===== src/rtl/alu_nibble_sequencer.sv =====
// Drives a W-bit operation through an external 4-bit ALU one nibble per cycle, LSB first.
// Result is presented NIBBLES cycles after accept and held until out_ready; in_ready only while idle.
package alu_nibble_sequencer_pkg;
  typedef enum logic [2:0] {
    ALU_ADD, ALU_SUB, ALU_XOR, ALU_XNOR, ALU_AND, ALU_OR, ALU_COMP, ALU_RSHFT
  } alu_cmd_t;
endpackage

module alu_nibble_sequencer
  import alu_nibble_sequencer_pkg::*;
#(
  parameter int NIBBLES = 4
) (
  input  logic                   clk,
  input  logic                   rst_n,
  input  logic                   in_valid,
  output logic                   in_ready,
  input  alu_cmd_t               in_op,
  input  logic [4*NIBBLES-1:0]   in_a,
  input  logic [4*NIBBLES-1:0]   in_b,
  output logic                   out_valid,
  input  logic                   out_ready,
  output logic [4*NIBBLES-1:0]   out_res,
  output logic                   out_carry,
  output logic                   out_zero,
  output logic [3:0]             alu_d1,
  output logic [3:0]             alu_d2,
  output alu_cmd_t               alu_cmd,
  output logic                   alu_carry_in,
  output logic                   alu_b_inv,
  output logic                   alu_carry_disable,
  input  logic [3:0]             alu_res,
  input  logic                   alu_carry_out
);

  localparam int W     = 4 * NIBBLES;
  localparam int IDX_W = $clog2(NIBBLES);

  typedef enum logic [1:0] {S_IDLE, S_RUN, S_DONE} state_t;

  state_t           r_state;
  state_t           w_state_next;
  logic [IDX_W-1:0] r_idx;
  alu_cmd_t         r_op;
  logic [W-1:0]     r_a;
  logic [W-1:0]     r_b;
  logic [W-1:0]     r_acc;
  logic [W-1:0]     r_out_res;
  logic             r_carry;
  logic             r_out_carry;
  logic             r_out_zero;

  logic             w_first;
  logic             w_last;
  logic [W-1:0]     w_b_shr;
  logic [W-1:0]     w_acc_next;
  logic [3:0]       w_a_nib;
  logic [3:0]       w_b_nib;
  logic             w_shr_in;
  logic             w_final_carry;

  assign w_first = (r_idx == '0);
  assign w_last  = (r_idx == IDX_W'(NIBBLES - 1));
  // Bit 3 of each nibble of B>>1 is the bit shifted in from the nibble above (0 at the top).
  assign w_b_shr = r_b >> 1;

  always_comb begin
    w_a_nib    = '0;
    w_b_nib    = '0;
    w_shr_in   = 1'b0;
    w_acc_next = r_acc;
    for (int n = 0; n < NIBBLES; n++) begin
      if (r_idx == IDX_W'(n)) begin
        w_a_nib              = r_a[4*n +: 4];
        w_b_nib              = r_b[4*n +: 4];
        w_shr_in             = w_b_shr[4*n + 3];
        w_acc_next[4*n +: 4] = alu_res;
      end
    end
  end

  always_comb begin
    case (r_op)
      ALU_ADD, ALU_SUB, ALU_COMP: w_final_carry = alu_carry_out;
      ALU_RSHFT:                  w_final_carry = r_b[0];
      default:                    w_final_carry = 1'b0;
    endcase
  end

  always_ff @(posedge clk) begin
    if (!rst_n) begin
      r_state <= S_IDLE;
    end else begin
      r_state <= w_state_next;
    end
  end

  always_comb begin
    w_state_next      = r_state;
    in_ready          = 1'b0;
    out_valid         = 1'b0;
    alu_d1            = '0;
    alu_d2            = '0;
    alu_cmd           = ALU_ADD;
    alu_carry_in      = 1'b0;
    alu_b_inv         = 1'b0;
    alu_carry_disable = 1'b0;
    case (r_state)
      S_IDLE: begin
        in_ready = 1'b1;
        if (in_valid) begin
          w_state_next = S_RUN;
        end
      end
      S_RUN: begin
        alu_d1 = w_a_nib;
        alu_d2 = w_b_nib;
        case (r_op)
          ALU_ADD: begin
            alu_carry_in = w_first ? 1'b0 : r_carry;
          end
          ALU_SUB, ALU_COMP: begin
            alu_b_inv    = 1'b1;
            alu_carry_in = w_first ? 1'b1 : r_carry;
          end
          ALU_RSHFT: begin
            alu_cmd      = ALU_RSHFT;
            alu_carry_in = w_shr_in;
          end
          default: begin
            alu_cmd           = r_op;
            alu_carry_disable = 1'b1;
          end
        endcase
        if (w_last) begin
          w_state_next = S_DONE;
        end
      end
      S_DONE: begin
        out_valid = 1'b1;
        if (out_ready) begin
          w_state_next = S_IDLE;
        end
      end
      default: w_state_next = S_IDLE;
    endcase
  end

  // Work accumulates in r_acc; the output registers only load on the final nibble.
  always_ff @(posedge clk) begin
    if (!rst_n) begin
      r_idx       <= '0;
      r_op        <= ALU_ADD;
      r_a         <= '0;
      r_b         <= '0;
      r_acc       <= '0;
      r_carry     <= 1'b0;
      r_out_res   <= '0;
      r_out_carry <= 1'b0;
      r_out_zero  <= 1'b0;
    end else begin
      case (r_state)
        S_IDLE: begin
          if (in_valid) begin
            r_op    <= in_op;
            r_a     <= in_a;
            r_b     <= in_b;
            r_idx   <= '0;
            r_carry <= 1'b0;
          end
        end
        S_RUN: begin
          r_acc   <= w_acc_next;
          r_carry <= alu_carry_out;
          if (w_last) begin
            r_idx       <= '0;
            r_out_res   <= w_acc_next;
            r_out_zero  <= (w_acc_next == '0);
            r_out_carry <= w_final_carry;
          end else begin
            r_idx <= r_idx + 1'b1;
          end
        end
        default: begin
        end
      endcase
    end
  end

  assign out_res   = r_out_res;
  assign out_carry = r_out_carry;
  assign out_zero  = r_out_zero;

endmodule


===== config.mk =====
export PLATFORM = sky130hd
export DESIGN_NAME = alu_nibble_sequencer
export DESIGN_NICKNAME = d
export VERILOG_FILES = /design/src/rtl/alu_nibble_sequencer.sv
export SDC_FILE = /design/constraint.sdc
export NUM_CORES = 1
export LEC_CHECK = 0
export CORE_ASPECT_RATIO = 1.4
export CORE_UTILIZATION = 41
export DETAILED_ROUTE_END_ITERATION = 7
export GPL_ROUTABILITY_DRIVEN = 0
export GPL_TIMING_DRIVEN = 1
export MAX_ROUTING_LAYER = met4
export PLACE_DENSITY = 0.66
export SLEW_MARGIN = 40
export SYNTH_ARGS = -nofsm -noshare
export SYNTH_HDL_FRONTEND = slang
export SYNTH_SLANG_ARGS = --single-unit

===== constraint.sdc =====
create_clock -name clk -period 2.6 [get_ports clk]
set_clock_uncertainty 0.05 [all_clocks]
set_input_delay 0.65 -clock clk [delete_from_list [all_inputs] [get_ports clk]]
set_output_delay 0.65 -clock clk [all_outputs]
set_load 0.02 [all_outputs]

* Yosys cells after proc, flatten, opt, wreduce, memory -nomap -nowiden *
Index checks and enable logic that the tools add are counted.

word-level totals
  flip-flop bits (word level) = 74
  bits of input ports = 44
  output and inout port bits = 34
  word-level logic and storage cells = 74

cells by class
  $add $sub $neg = 1
  equal/unequal tests = 11
  mux-type cells = 40
  reductions and logical operators = 12

operator list
  kind                                                                    count
  4-bit two-way mux                                                       14
  16-bit zero test                                                        1
  1-bit two-way mux                                                       14
  2-bit two-way mux                                                       5
  2-bit equality test (second input constant)                             3
  3-bit equality test (second input constant)                             2
  2-bit inequality test (second input constant)                           3
  2-bit case mux with 3 select lines                                      1
  3-bit case mux with 2 select lines                                      1
  2-bit AND reduction                                                     3
  2-bit by 1-bit equality test with 1-bit output (second input constant)  2
  2-bit zero test                                                         2
  1-bit case mux with 2 select lines                                      2
  2-bit case mux with 2 select lines                                      1
  4-bit OR reduction                                                      1
  3-bit by 1-bit equality test with 1-bit output (second input constant)  1
  3-bit zero test                                                         1
  3-bit two-way mux                                                       1
  1-bit case mux with 3 select lines                                      1
  3-bit AND reduction                                                     1
  3-bit OR reduction                                                      1
  2-bit by 1-bit adder with 2-bit output (second input constant)          1
  2-bit nonzero test                                                      1
  2-bit OR reduction                                                      1

* Logic depth before layout (Yosys ltp) *
Gate-level depths: netlist of run 1.

  depth after elaboration = 7
  depth in mapped cells = 8
  gate-level depth less buffers = 6

* Worst setup path before layout of run 1 *
No wires, ideal clock.

  path type = register -> output
  start point = register r_idx[0]
  end point = output alu_carry_in
  data arrival time = 1.566 ns
  required time = 1.900 ns
  slack = 0.334 ns
  cell stages (with the launch flop) = 8
  path buffers = 1
  cells stage by stage = dfxtp_1 > inv_1 > ha_1 > buf_2 > nor2b_1 > nor4b_1 > nand2_1 > a21oi_1

between the ends
  cells in the longest elaborated chain, start to end = 7
  elaborated cells on any way between the ends = 12
  those cells by class = eq/ne (3); mux (8); reduce/logical (1)

RTL lines
  item                                    RTL line  source
  from (decl)                             43        logic [IDX_W-1:0] r_idx;
  from (signal assigned)                  181       r_idx <= r_idx + 1'b1;
  2-bit zero test                         62, 73
  1-bit two-way mux (4 in a row)          73        if (r_idx == IDX_W'(n)) begin
  1-bit case mux with 3 select lines (*)  118       case (r_op)
  1-bit two-way mux (*)                   108       case (r_state)
  to (decl)                               29        output logic alu_carry_in,

Every way passes the cells marked *; elsewhere a longest branch is shown, timed or not.

* Worst setup path in the final report of run 1 *
  start point = register r_idx[1]
  end point = output alu_d2[2]

between the ends
  cells in the longest elaborated chain, start to end = 6
  elaborated cells on any way between the ends = 9
  those cells by class = eq/ne (3); mux (5); reduce/logical (1)

RTL lines
  item                            RTL line  source
  2-bit zero test                 73
  4-bit two-way mux (3 in a row)  73
  4-bit two-way mux (*)           73
  4-bit two-way mux (*)           108
  to (decl)                       27        output logic [3:0] alu_d2,

Marked as above.

==> results by group, run 1 <==
Outcome
  • Status: completed

Pwr
  • Comb power frac: around 15%
  • Leak: around 1.9 nW
  • Overall Power: ~2.4 mW
  • Clock share of power: between 30% and 40%
  • Net Sw Frac: 26.43%
  • Internal cell power: between 1.5 and 2 mW
  • Seq pwr share: 48.1%
  • Worst VDD drop: 0.3864 mV
  • Net Switching: roughly 0.64 mW
  • PD cells: about 540 nW/um2

Timing
  • Final hold vios: 0
  • Max-slew headroom: between 60% and 70%
  • Unrepaired setup endpoints after global routing: no
  • # setup viols final: 0
  • Min Tclk post-route: 2.477 ns
  • Max Freq: approximately 0.40 GHz
  • Worst Tran Pin Value: approximately 0.6 ns
  • Period utilization: approximately 95%
  • Final Max Slew Viols: 0
  • Worst hold margin: a little over 0.4 ns

GRT
  • Vias in the first global route: ~3000
  • Tot GR Track Use: between 20% and 30%
  • Pin count of the biggest net entering global routing: between 70 and 80
  • Initial antenna violation count: 0
  • Global route overflow: 0
  • First-pass GRT wire length: 13.99 mm

Min path
  • Min-Delay Path Class: flip-flop to flip-flop

Clock tree
  • CTS tree: done
  • Cts bufs inserted: 9
  • Setup bufs post-CTS: 0
  • Max Buffers Root-to-Sink: 2
  • Clock Pin Slew Worst Setup and Hold Paths: about 0.07 ns
  • Worst-Skew Late Latency: 0.34 ns
  • CTS Root Cell: clkbuf_8
  • CTS Sinks: 71
  • Max H-tree Level: 3

Worst setup path
  • Arr. time, crit path: about 1.8 ns
  • Crit Path Class: flip-flop to output port
  • CP max FO: 5
  • CP Capture Type: output port
  • Crit start category: flip-flop
  • Worst Path Required: between 1.5 and 2 ns

Synth
  • Area leader, netlist: dfxtp_1
  • Yosys warns: 0
  • Synth Net Count: between 400 and 500
  • Netlist cell types: 38
  • Mapped Area: between 3000 and 4000 um2
  • Sequential area share after synthesis: a little over two fifths
  • Ranking of synthesized cells by area: dfxtp_1, nand2_1, a21boi_1, mux2i_1, o211a_1
  • Flops & latches, synth: 71
  • Top cell type's share of synthesized area: between 40% and 50%
  • Mapped Avg Cell Area: between 8 and 9 um2
  • Synth Instances: between 400 and 500

Run
  • Max Cap Violations: 0

Die
  • Top Ports: 78
  • Core area: 7845 um2
  • Die Span Y: approximately 110 um
  • Die width: a little under 80 um
  • Initial Util: a little over two fifths
  • Site Rows: 38
  • Die area: ~8600 um2

Drt
  • Final ANT Viol Nets: 0
  • Drt first pass iters: 4
  • Vias per inst: just over 5
  • Remaining DRCs: 0
  • Initial DRC Count: approximately 170
  • Routed wire length per instance: ~14 um
  • Final wirelength: slightly above 8 mm
  • DR vias: roughly 3000

Layout
  • Final nets: approximately 530
  • Antenna fix cells: 0
  • Layout cells sized above 1: about an eighth
  • Most frequent cells in the layout: nand2_1, dfxtp_1, clkdlybuf4s50_1
  • Area Growth Syn to Fin: 33.69%
  • Commonest non-fill, non-tap cell in the layout: nand2_1
  • Final core area utilization: 57.21%
  • Layout Cells excl Fill: 588

Placement
  • Placed cell count: 572
  • Final HPWL DP: 5.725 mm
  • # port buffers: 77
## logic make-up (layout without fill, tap and decap cells)
group | count (synthesis) | in the layout | synth area share (%)
AND/OR/NAND/NOR | 170 | 170 | 21.84
adder cells (fa/ha/maj) | 4 | 4 | 1.491
XOR/XNOR | 1 | 1 | 0.2609
AO/OA/AOI/OAI | 92 | 92 | 20.02
multiplexers | 30 | 30 | 8.945
buffers and inverters | 39 | 120 | 5.106
flip-flops | 71 | 71 | 42.34
## flip-flops by register name, summed over array words and instances (netlist names), 2 cells and up
| signal | flops |
|---|---|
| r_idx | 2 |
| r_op | 3 |
| r_a | 16 |
| r_acc | 13 |
| out_res | 16 |
| r_state | 2 |
| r_b | 16 |
## through the flow
| stage | setup TNS, ns | setup slack (ns) | area [um2] |
|---|---|---|---|
| finish | 0 | 0.1232 | 4488 |
| global placement | -0.3536 | -0.1307 | 4275 |
| CTS | 0 | 0.003876 | 4452 |
| detailed placement | -0.6627 | -0.1735 | 4275 |
| floorplan | 0 | 0.3338 | 3357 |
| global route | 0 | 0.02172 | 4488 |
## power by group through the flow
stage | Clock [mW] | Sequential [mW] | Combinational, mW
3_5_place_dp | 0 | 1.19 | 0.368
6_report | 0.884 | 1.16 | 0.371
5_1_grt | 0.953 | 1.17 | 0.410
4_1_cts | 0.901 | 1.16 | 0.368
3_3_place_gp | 0 | 1.19 | 0.365
2_1_floorplan | 0 | 1.18 | 0.216
## metal layers
| layer | vias up | global-route usage, % | routed length [um] |
|---|---|---|---|
| met5 | - | - | 0 |
| met4 | 0 | 10.98 | 201 |
| met3 | 13 | 2.510 | 231 |
| met2 | 67 | 37.34 | 4135 |
| met1 | 1401 | 24.19 | 3500 |
| li1 | 1521 | - | - |
## worst max-delay path: stages, from the launching register on
cell	delay [ns]
dfxtp_2	0.36
inv_1	0.10
ha_4	0.19
buf_4	0.15
o21ai_0	0.15
mux2i_1	0.09
o21ai_1	0.13
clkdlybuf4s15_2	0.28
## synthesized netlist by cell type (all sizes together)
master,number
clkbuf,20
nor2b,14
nand3b,1
nand2,123
a221oi,1
nand3,13
nor3b,2
dfxtp,71
or4,1
a21oi,4
inv,5
o31ai,1
and2,2
o21a,1
o22a,1
a21boi,46
mux2i,30
o21ai,20
or4b,1
xnor2,1
o221ai,1
o22ai,2
buf,14
nor4b,1
a211oi,1
o211ai,2
ha,4
o211a,12
nand4,1
nand2b,1
nor2,7
nor3,3
## cell type report
cell class	count	area, um2
fillers	752	3357
multi-input cells	297	1803
flip-flops and latches	71	1424
repair buffers	99	919.6
clock buffers	10	137.6
well taps	100	125.1
clock inverters	6	60.06
inverters	5	18.77
## what timing repair did
action,CTS,global route
gates resized for setup,37,16
hold buffers,0,0
endpoints found under the setup margin,12,12
## final timing paths
path,startpoint,slack [ns],end,cells after the start
max reg2reg,r_idx[0],0.78,out_res[5],8
min reg2reg,out_res[14],0.41,out_res[14],2
min,out_res[14],0.41,out_res[14],2
max,r_idx[1],0.12,alu_d2[2],7
Note: power is estimated with default switching activity, not from simulation.
==> run 2, diff against run 1 <==
==> constraint.sdc (replaced) <==
create_clock -name clk -period 2.6 [get_ports clk]
set_clock_uncertainty 0.05 [all_clocks]
set_input_delay 0.39 -clock clk [delete_from_list [all_inputs] [get_ports clk]]
set_output_delay 0.39 -clock clk [all_outputs]
set_load 0.02 [all_outputs]
==> run 2 against run 1 <==
- sequential share of layout area is 0.60 points higher
- clock power shrank 4.3%
- first-iteration DRC count is 16% higher
- final cell count is 1.4% lower
- non-clock buffer count is 8 lower
- register-to-register slack got worse by 0.02 ns
- die area stayed put
- global-route usage is 0.48 points higher
- sequential power is essentially flat
==> results by group, run 2 (synthesized netlist as in run 1, its figures left out) <==
Drt
  • Vias per inst: 5.150 (was 5.105)
  • Routed wire length per instance: 14.12 um (was 13.72 um)
  • Top routing layer in use: met4 (unchanged)
  • Drt first pass iters: 4 (unchanged)
  • WL met3: 274 um (was 231 um)
  • Final wirelength: 8.190 mm (was 8.069 mm)
  • Met2 Wirelength: 4.245 mm (was 4.135 mm)
  • Remaining DRCs: 0 (unchanged)
  • Initial DRC Count: 192 (was 165)
  • Final ANT Viol Nets: 0 (unchanged)
  • DR vias: 2987 (was 3002)
  • Routed length on met1: 3.446 mm (was 3.500 mm)

Clock tree
  • CTS Root Cell: clkbuf_8 (unchanged)
  • CTS Sinks: 71 (unchanged)
  • CTS tree: done (unchanged)
  • Worst-Skew Late Latency: 0.34 ns (about the same)
  • Setup bufs post-CTS: 0 (unchanged)
  • Max H-tree Level: 3 (unchanged)
  • Post-cts hold buffer count: 0 (unchanged)
  • Cts bufs inserted: 9 (unchanged)
  • Max Buffers Root-to-Sink: 2 (unchanged)
  • CTS resizes: 12 (was 37)
  • Clock Pin Slew Worst Setup and Hold Paths: 0.07 ns (about the same)

Layout
  • Commonest non-fill, non-tap cell in the layout: nand2_1 (unchanged)
  • Layout cells sized above 1: 8.542% (was 12.30%)
  • Antenna fix cells: 0 (unchanged)
  • Area Growth Syn to Fin: 31.08% (was 33.69%)
  • Most frequent cells in the layout: nand2_1, dfxtp_1, clkdlybuf4s50_1 (unchanged)
  • Final nets: 523 (was 531)

Worst setup path
  • Crit Path Class: flip-flop to output port (unchanged)
  • Worst Path Required: 2.16 ns (was 1.90 ns)
  • Arr. time, crit path: 2.03 ns (was 1.78 ns)
  • CP Capture Type: output port (unchanged)
  • Crit start category: flip-flop (unchanged)
  • CP max FO: 17 (was 5)

GRT
  • First-pass GRT wire length: 13.88 mm (was 13.99 mm)
  • Tot GR Track Use: 21.95% (was 21.47%)
  • Initial antenna violation count: 0 (unchanged)
  • Vias in the first global route: 2861 (was 3026)
  • Pin count of the biggest net entering global routing: 72 (unchanged)
  • Global route overflow: 0 (unchanged)

Min path
  • Min-Delay Path Class: flip-flop to flip-flop (unchanged)

Pwr
  • Worst VDD drop: 0.3247 mV (was 0.3864 mV)
  • Leak: 1.825 nW (was 1.897 nW)
  • PD cells: 538.0 nW/um2 (was 538.9 nW/um2)

Die
  • Die Span Y: 109.1 um (unchanged)
  • Die area: 8559 um2 (unchanged)
  • Core area: 7845 um2 (unchanged)
  • Die width: 78.48 um (unchanged)
  • Top Ports: 78 (unchanged)
  • Initial Util: 42.79% (unchanged)
  • Site Rows: 38 (unchanged)

Timing
  • Max-slew headroom: 59.99% (was 60.15%)
  • Worst Tran Pin Value: 0.6001 ns (was 0.5977 ns)
  • Post-Route Setup TNS: 0 ns (unchanged)
  • Period utilization: 94.91% (was 95.26%)
  • Final hold vios: 0 (unchanged)
  • Unrepaired setup endpoints after global routing: no (unchanged)
  • # setup viols final: 0 (unchanged)
  • Max Freq: 0.4052 GHz (was 0.4037 GHz)
  • Final Max Slew Viols: 0 (unchanged)
  • Min Tclk post-route: 2.468 ns (was 2.477 ns)
  • Final worst setup slack: 0.1323 ns (was 0.1232 ns)

Placement
  • # port buffers: 77 (unchanged)
  • Pre-CTS WS: 0.003252 ns (was -0.1735 ns)
  • Final HPWL DP: 5.720 mm (was 5.725 mm)

Outcome
  • Status: completed (unchanged)

Run
  • Max Cap Violations: 0 (unchanged)
-- run 2: cell count changes in the layout (fill, tap and decap cells not counted), sizes merged, moves of 2 or more --
cell | previous run | this run
buf | 31 | 15
dlygate4sd2 | 0 | 7
dlymetal6s2s | 3 | 0
clkdlybuf4s50 | 64 | 67
clkinvlp | 2 | 0
clkinv | 3 | 6
-- run 2: through the flow --
| step | std cells | util (%) | hold WS [ns] | power [mW] | cell area, um2 |
|---|---|---|---|---|---|
| CTS | 580 | 56.17 | 0.4056 | 2.393 | 4407 |
| global route | 580 | 56.09 | 0.4238 | 2.489 | 4400 |
| finish | 580 | 56.09 | 0.4025 | 2.368 | 4400 |
| detailed placement | 564 | 53.73 | 0.3956 | 1.548 | 4215 |
| global placement | 564 | 53.73 | 0.3904 | 1.542 | 4215 |
| floorplan | 407 | - | 0.3847 | 1.394 | 3357 |
-- run 2: power breakdown --
| group | total, mW | internal [mW] | leakage, nW | switching (mW) |
|---|---|---|---|---|
| sequential | 1.16 | 1.13 | 0.579 | 0.0319 |
| clock | 0.846 | 0.436 | 0.103 | 0.410 |
| combinational | 0.358 | 0.173 | 1.14 | 0.185 |
-- run 2: worst max-delay path, stage by stage, from the launching register on --
cell,delay (ns)
dfxtp_2,0.35
inv_1,0.09
ha_1,0.20
buf_4,0.21
nand2_1,0.08
o21ai_0,0.07
mux2i_1,0.24
o21ai_1,0.10
dlygate4sd2_1,0.33
-- run 2: final timing paths --
| kind | from | to | slack (ns) | depth (start not counted) |
|---|---|---|---|---|
| min reg2reg | out_res[12] | out_res[12] | 0.40 | 2 |
| max | r_idx[1] | alu_d1[1] | 0.13 | 8 |
| min | out_res[12] | out_res[12] | 0.40 | 2 |
| max reg2reg | r_idx[0] | out_zero | 0.76 | 8 |
-- run 2: area by class of cell --
cell class	instances	area, um2
Clock buffer	9	123.9
Clock inverter	7	63.81
Fill cell	792	3445
Inverter	5	18.77
Multi-Input combinational cell	297	1782
Sequential cell	71	1423
Tap cell	100	125.1
Timing Repair Buffer	91	864.6
-- run 2: metal layers --
layer,up-vias,global-route usage [%]
li1,1508,-
met1,1392,25.35
met2,75,37.09
met3,12,2.510
met4,0,12.04
met5,-,-
==> run 3, diff against run 2 <==
- ABC_CLOCK_PERIOD_IN_PS: default -> 2600
- PLACE_DENSITY: 0.66 -> 0.64
==> run 3 against run 2 <==
- design area is 0.23% lower
- hold slack better by 0.0024 ns
- register-to-register slack better by 0.06 ns
- critical path type unchanged
==> results by group, run 3 (synthesized netlist as in run 1, its figures left out) <==
Worst setup path
  • CP Capture Type: output port (unchanged)
  • Worst Path Required: 2.16 ns (about the same)
  • Worst reg2reg startpoint: r_idx[0] (unchanged)
  • Critical Path Source: r_idx[1] (unchanged)
  • Worst setup path endpoint: alu_d1[1] (unchanged)
  • Arr. time, crit path: 2.07 ns (was 2.03 ns)
  • Worst R2R Setup Slack: 0.82 ns (was 0.76 ns)
  • Crit Path Class: flip-flop to output port (unchanged)
  • Reg2reg path depth: 7 (was 8)
  • CP max FO: 18 (was 17)
  • Crit start category: flip-flop (unchanged)
  • RR Endpoint: out_zero (unchanged)

Drt
  • DR vias: 2994 (was 2987)
  • Remaining DRCs: 0 (unchanged)
  • Vias per inst: 5.171 (was 5.150)
  • Initial DRC Count: 168 (was 192)
  • Final ANT Viol Nets: 0 (unchanged)
  • Final wirelength: 8.234 mm (was 8.190 mm)
  • Drt first pass iters: 4 (unchanged)
  • Routed wire length per instance: 14.22 um (was 14.12 um)

Timing
  • Post-Route Setup TNS: 0 ns (unchanged)
  • Max-slew headroom: 59.45% (was 59.99%)
  • Worst hold margin: 0.4049 ns (was 0.4025 ns)
  • Unrepaired setup endpoints after global routing: no (unchanged)
  • Final Max Slew Viols: 0 (unchanged)
  • Period utilization: 96.59% (was 94.91%)
  • Worst Tran Pin Value: 0.6083 ns (was 0.6001 ns)
  • Max Freq: 0.3982 GHz (was 0.4052 GHz)
  • # setup viols final: 0 (unchanged)
  • Final hold vios: 0 (unchanged)
  • Min Tclk post-route: 2.511 ns (was 2.468 ns)

Layout
  • Most frequent cells in the layout: nand2_1, dfxtp_1, clkdlybuf4s50_1 (unchanged)
  • Layout cells sized above 1: 7.516% (was 8.542%)
  • Final core area utilization: 55.96% (was 56.09%)
  • Layout Cells excl Fill: 579 (was 580)
  • Filler instances: 789 (was 792)
  • Final nets: 522 (was 523)
  • Area Growth Syn to Fin: 30.79% (was 31.08%)
  • Antenna fix cells: 0 (unchanged)
  • Commonest non-fill, non-tap cell in the layout: nand2_1 (unchanged)

GRT
  • Global route overflow: 0 (unchanged)
  • First-pass GRT wire length: 13.43 mm (was 13.88 mm)
  • Tot GR Track Use: 21.29% (was 21.95%)
  • Initial antenna violation count: 0 (unchanged)
  • Pin count of the biggest net entering global routing: 72 (unchanged)
  • Vias in the first global route: 2833 (was 2861)

Pwr
  • Worst VDD drop: 0.3129 mV (was 0.3247 mV)
  • Leak: 1.812 nW (was 1.825 nW)
  • PD cells: 542.3 nW/um2 (was 538.0 nW/um2)

Die
  • Core area: 7845 um2 (unchanged)
  • Initial Util: 42.79% (unchanged)
  • Die Span Y: 109.1 um (unchanged)
  • Die width: 78.48 um (unchanged)
  • Die area: 8559 um2 (unchanged)
  • Site Rows: 38 (unchanged)
  • Top Ports: 78 (unchanged)

Clock tree
  • CTS Sinks: 71 (unchanged)
  • Clock Pin Slew Worst Setup and Hold Paths: 0.07 ns (about the same)
  • CTS Root Cell: clkbuf_8 (unchanged)
  • Max Buffers Root-to-Sink: 2 (unchanged)
  • Setup bufs post-CTS: 0 (unchanged)
  • Max H-tree Level: 3 (unchanged)
  • CTS resizes: 11 (was 12)
  • CTS tree: done (unchanged)
  • Worst-Skew Late Latency: 0.35 ns (was 0.34 ns)
  • Post-cts hold buffer count: 0 (unchanged)
  • Cts bufs inserted: 9 (unchanged)

Run
  • Max Cap Violations: 0 (unchanged)

Outcome
  • Status: completed (unchanged)

Placement
  • Final HPWL DP: 5.645 mm (was 5.720 mm)
  • Placed cell count: 563 (was 564)
  • # port buffers: 77 (unchanged)

Min path
  • Min-Delay Path Class: flip-flop to flip-flop (unchanged)
-- run 3: changes by cell type in the layout (fill, tap and decap cells not counted), sizes merged --
cell / change
clkbuf: +2
buf: -1
clkdlybuf4s15: +1
clkinv: -3
-- run 3: layout make-up --
cell class | count | area (um2) | share of cell area, %
Inverter | 5 | 18.77 | 0.4275
Multi-Input combinational cell | 297 | 1782 | 40.58
Timing Repair Buffer | 90 | 853.3 | 19.44
Clock inverter | 4 | 45.04 | 1.026
Sequential cell | 71 | 1421 | 32.37
Tap cell | 100 | 125.1 | 2.850
Clock buffer | 12 | 145.1 | 3.306
-- run 3: stage by stage --
step	instance area [um2]	setup WS (ns)	total power [mW]
2_1_floorplan	3357	0.5938	1.394
3_3_place_gp	4195	0.1883	1.537
3_5_place_dp	4195	0.1241	1.540
4_1_cts	4379	0.09730	2.399
5_1_grt	4390	0.005583	2.497
6_report	4390	0.08854	2.381
-- run 3: power breakdown --
part,internal (mW),switching (mW)
Combinational,0.168,0.184
Clock,0.465,0.400
Sequential,1.13,0.0327
-- run 3: how the worst min path moves through the flow --
stage,slack [ns],from,cells past startpoint,endpoint
6_report,0.40,r_b[11],2,r_b[11]
5_1_grt,0.42,r_b[11],2,r_b[11]
4_1_cts,0.41,r_a[14],2,r_a[14]
3_5_place_dp,0.40,r_b[11],2,r_b[11]
3_3_place_gp,0.39,out_res[14],2,out_res[14]
2_1_floorplan,0.38,r_a[10],2,r_a[10]
-- run 3: worst max-delay path, stage by stage (launching register included) --
cell           delay (ns)
dfxtp_1              0.37
inv_1                0.10
ha_1                 0.20
buf_4                0.20
nand2_1              0.07
o21ai_0              0.07
mux2i_1              0.26
o21ai_1              0.11
dlygate4sd2_1        0.33
-- run 3: routing by layer --
metal	vias to the layer above	global-route usage (%)	routed length, um
li1	1506	-	-
met1	1397	23.82	3566
met2	76	36.22	4139
met3	15	4.100	304
met4	0	10.45	223
met5	-	-	0
==> edit (config.mk and constraints of run 2) <==
Encoding of `state_t`: now one-hot (3 bits for 3 states).
--- a/src/rtl/alu_nibble_sequencer.sv
+++ b/src/rtl/alu_nibble_sequencer.sv
@@ -36,7 +36,7 @@
   localparam int W     = 4 * NIBBLES;
   localparam int IDX_W = $clog2(NIBBLES);
 
-  typedef enum logic [1:0] {S_IDLE, S_RUN, S_DONE} state_t;
+  typedef enum logic [2:0] {S_IDLE = 3'b001, S_RUN = 3'b010, S_DONE = 3'b100} state_t;
 
   state_t           r_state;
   state_t           w_state_next;
Function: no difference found for any inputs over 10 cycles, from zero or initial values and one cycle with rst_n low; not proved beyond that.
==> edit against run 2 <==
Worst setup slack worse by 64 ps; routed wire length is 4.4% higher; area after synthesis increased by 2.5%; power grew 12%; sequential cell count unchanged; cell count rose by 4.0%; count of clock-buffer cells in the layout rose by 6; final area increased by 4.4%; die area rose by 2.5%; critical endpoint is now alu_d1[3]; largest cell class unchanged.
==> edit: results (changes against run 2) <==
Worst-Skew Late Latency: 340 ps (about the same)
post-synthesis sequential area ratio: 0.4129 (was 0.4234)
Comb power frac: 0.120 (was 0.151)
crit path DAT: 2090 ps (was 2030 ps)
largest net degree at the start of global routing: 45 (was 72)
CP max stage delay: 520 ps (was 350 ps)
fraction of layout cells with a size suffix above 1: 0.09182 (was 0.08542)
Syn Nets: 475 (was 455)
unique cell type count in the Yosys netlist: 39 (was 38)
Slew HR: 0.5338 (was 0.5999)
Worst path slowest cell: or4b_1 (was dfxtp_2)
Vias/cell: 5.184 (was 5.150)
sequential logic power: 0.00117 W
Root Driver: clkbuf_16 (was clkbuf_8)
first-pass GRT wire length: 14210 µm (was 13880 µm)
register clock-pin slew on the reported worst setup and hold paths: 50 ps (was 70 ps)
LEAKAGE: 1.804 nW (was 1.825 nW)
CTS buffer count: 9 (unchanged)
post-DP HPWL: 6178 µm (was 5720 µm)
fin nets: 545 (was 523)
sw power: 0.0006273 W (was 0.0006276 W)
final wirelength: 8553 µm (was 8190 µm)
# Post-CTS Setup Buffers: 0 (unchanged)
HP Class: reg2reg (unchanged)
peak supply drop: 0.0003912 V (was 0.0003247 V)
pre-CTS WS: 30.85 ps (was 3.252 ps)
Primary FF master, synth: dfxtp_1 (unchanged)
ranking of synthesized cells by area: dfxtp_1 41%, nand2_1 14%, a21boi_0 10% (was dfxtp_1 42%, nand2_1 14%, a21boi_1 10%)
status: finished clean (unchanged)
initial DRC count: 151 (was 192)
All-Layer GR Usage: 0.2156 (was 0.2195)
Synth top cells by count: 129 x nand2_1, 71 x dfxtp_1, 47 x a21boi_0, 23 x clkbuf_1 (was 123 x nand2_1, 71 x dfxtp_1, 46 x a21boi_1, 30 x mux2i_1, 20 x clkbuf_1)
vias in the first global route: 3092 (was 2861)
CP max FO: 9 (was 17)
H-tree levels: 3 (unchanged)
## edit: critical path, delay by kind of cell (launching register included)
family / cells / cell delay [ps]
adders and majority gates: 1 / 220
DFF: 1 / 350
and+or+nand+nor: 1 / 520
buffers and inverters: 2 / 480
AOI/OAI and AO/OA: 1 / 180
## edit: logic make-up after synthesis
logic type	share of synthesized area
and+or+nand+nor	0.2286
AOI/OAI and AO/OA	0.2174
DFF	0.4129
buffers and inverters	0.05998
muxes	0.06398
adders and majority gates	0.01454
xor gates and xnor gates	0.002545
## edit: area by class of cell
type	instances	area [µm²]
Clock buffer	15	277.8
Fill cell	772	3556
Inverter	7	26.28
Multi-Input combinational cell	311	1821
Sequential cell	71	1421
Tap cell	102	127.6
Timing Repair Buffer	97	919.6
## edit: path summary, 6_finish.rpt
path                 end   startpoint  slack [ps]  cells after the start
min          out_res[13]  out_res[13]         410                      2
max            alu_d1[3]     r_idx[0]          70                      5
min reg2reg  out_res[13]  out_res[13]         410                      2
max reg2reg  out_res[10]   r_state[1]         690                      6
## edit: metal layers
| metal | vias up | global-route usage | wire length (µm) |
|---|---|---|---|
| met5 | - | - | 0 |
| met4 | 0 | 0.1285 | 277 |
| li1 | 1588 | - | - |
| met2 | 74 | 0.3692 | 4492 |
| met3 | 17 | 0.02975 | 295 |
| met1 | 1447 | 0.2297 | 3487 |
## edit: repair_timing
item | in CTS | in global routing
hold endpoints to repair | 0 | 0
resized for setup | 18 | 19
setup endpoints to repair | 10 | 9
## edit: per-stage QoR
step / std cells / instance area, µm² / power (W)
3_5_place_dp: 588 / 4330 / 0.001517
3_3_place_gp: 588 / 4330 / 0.001514
2_1_floorplan: 427 / 3442 / 0.001382
4_1_cts: 603 / 4602 / 0.002667
6_report: 603 / 4593 / 0.002643
5_1_grt: 603 / 4593 / 0.002751
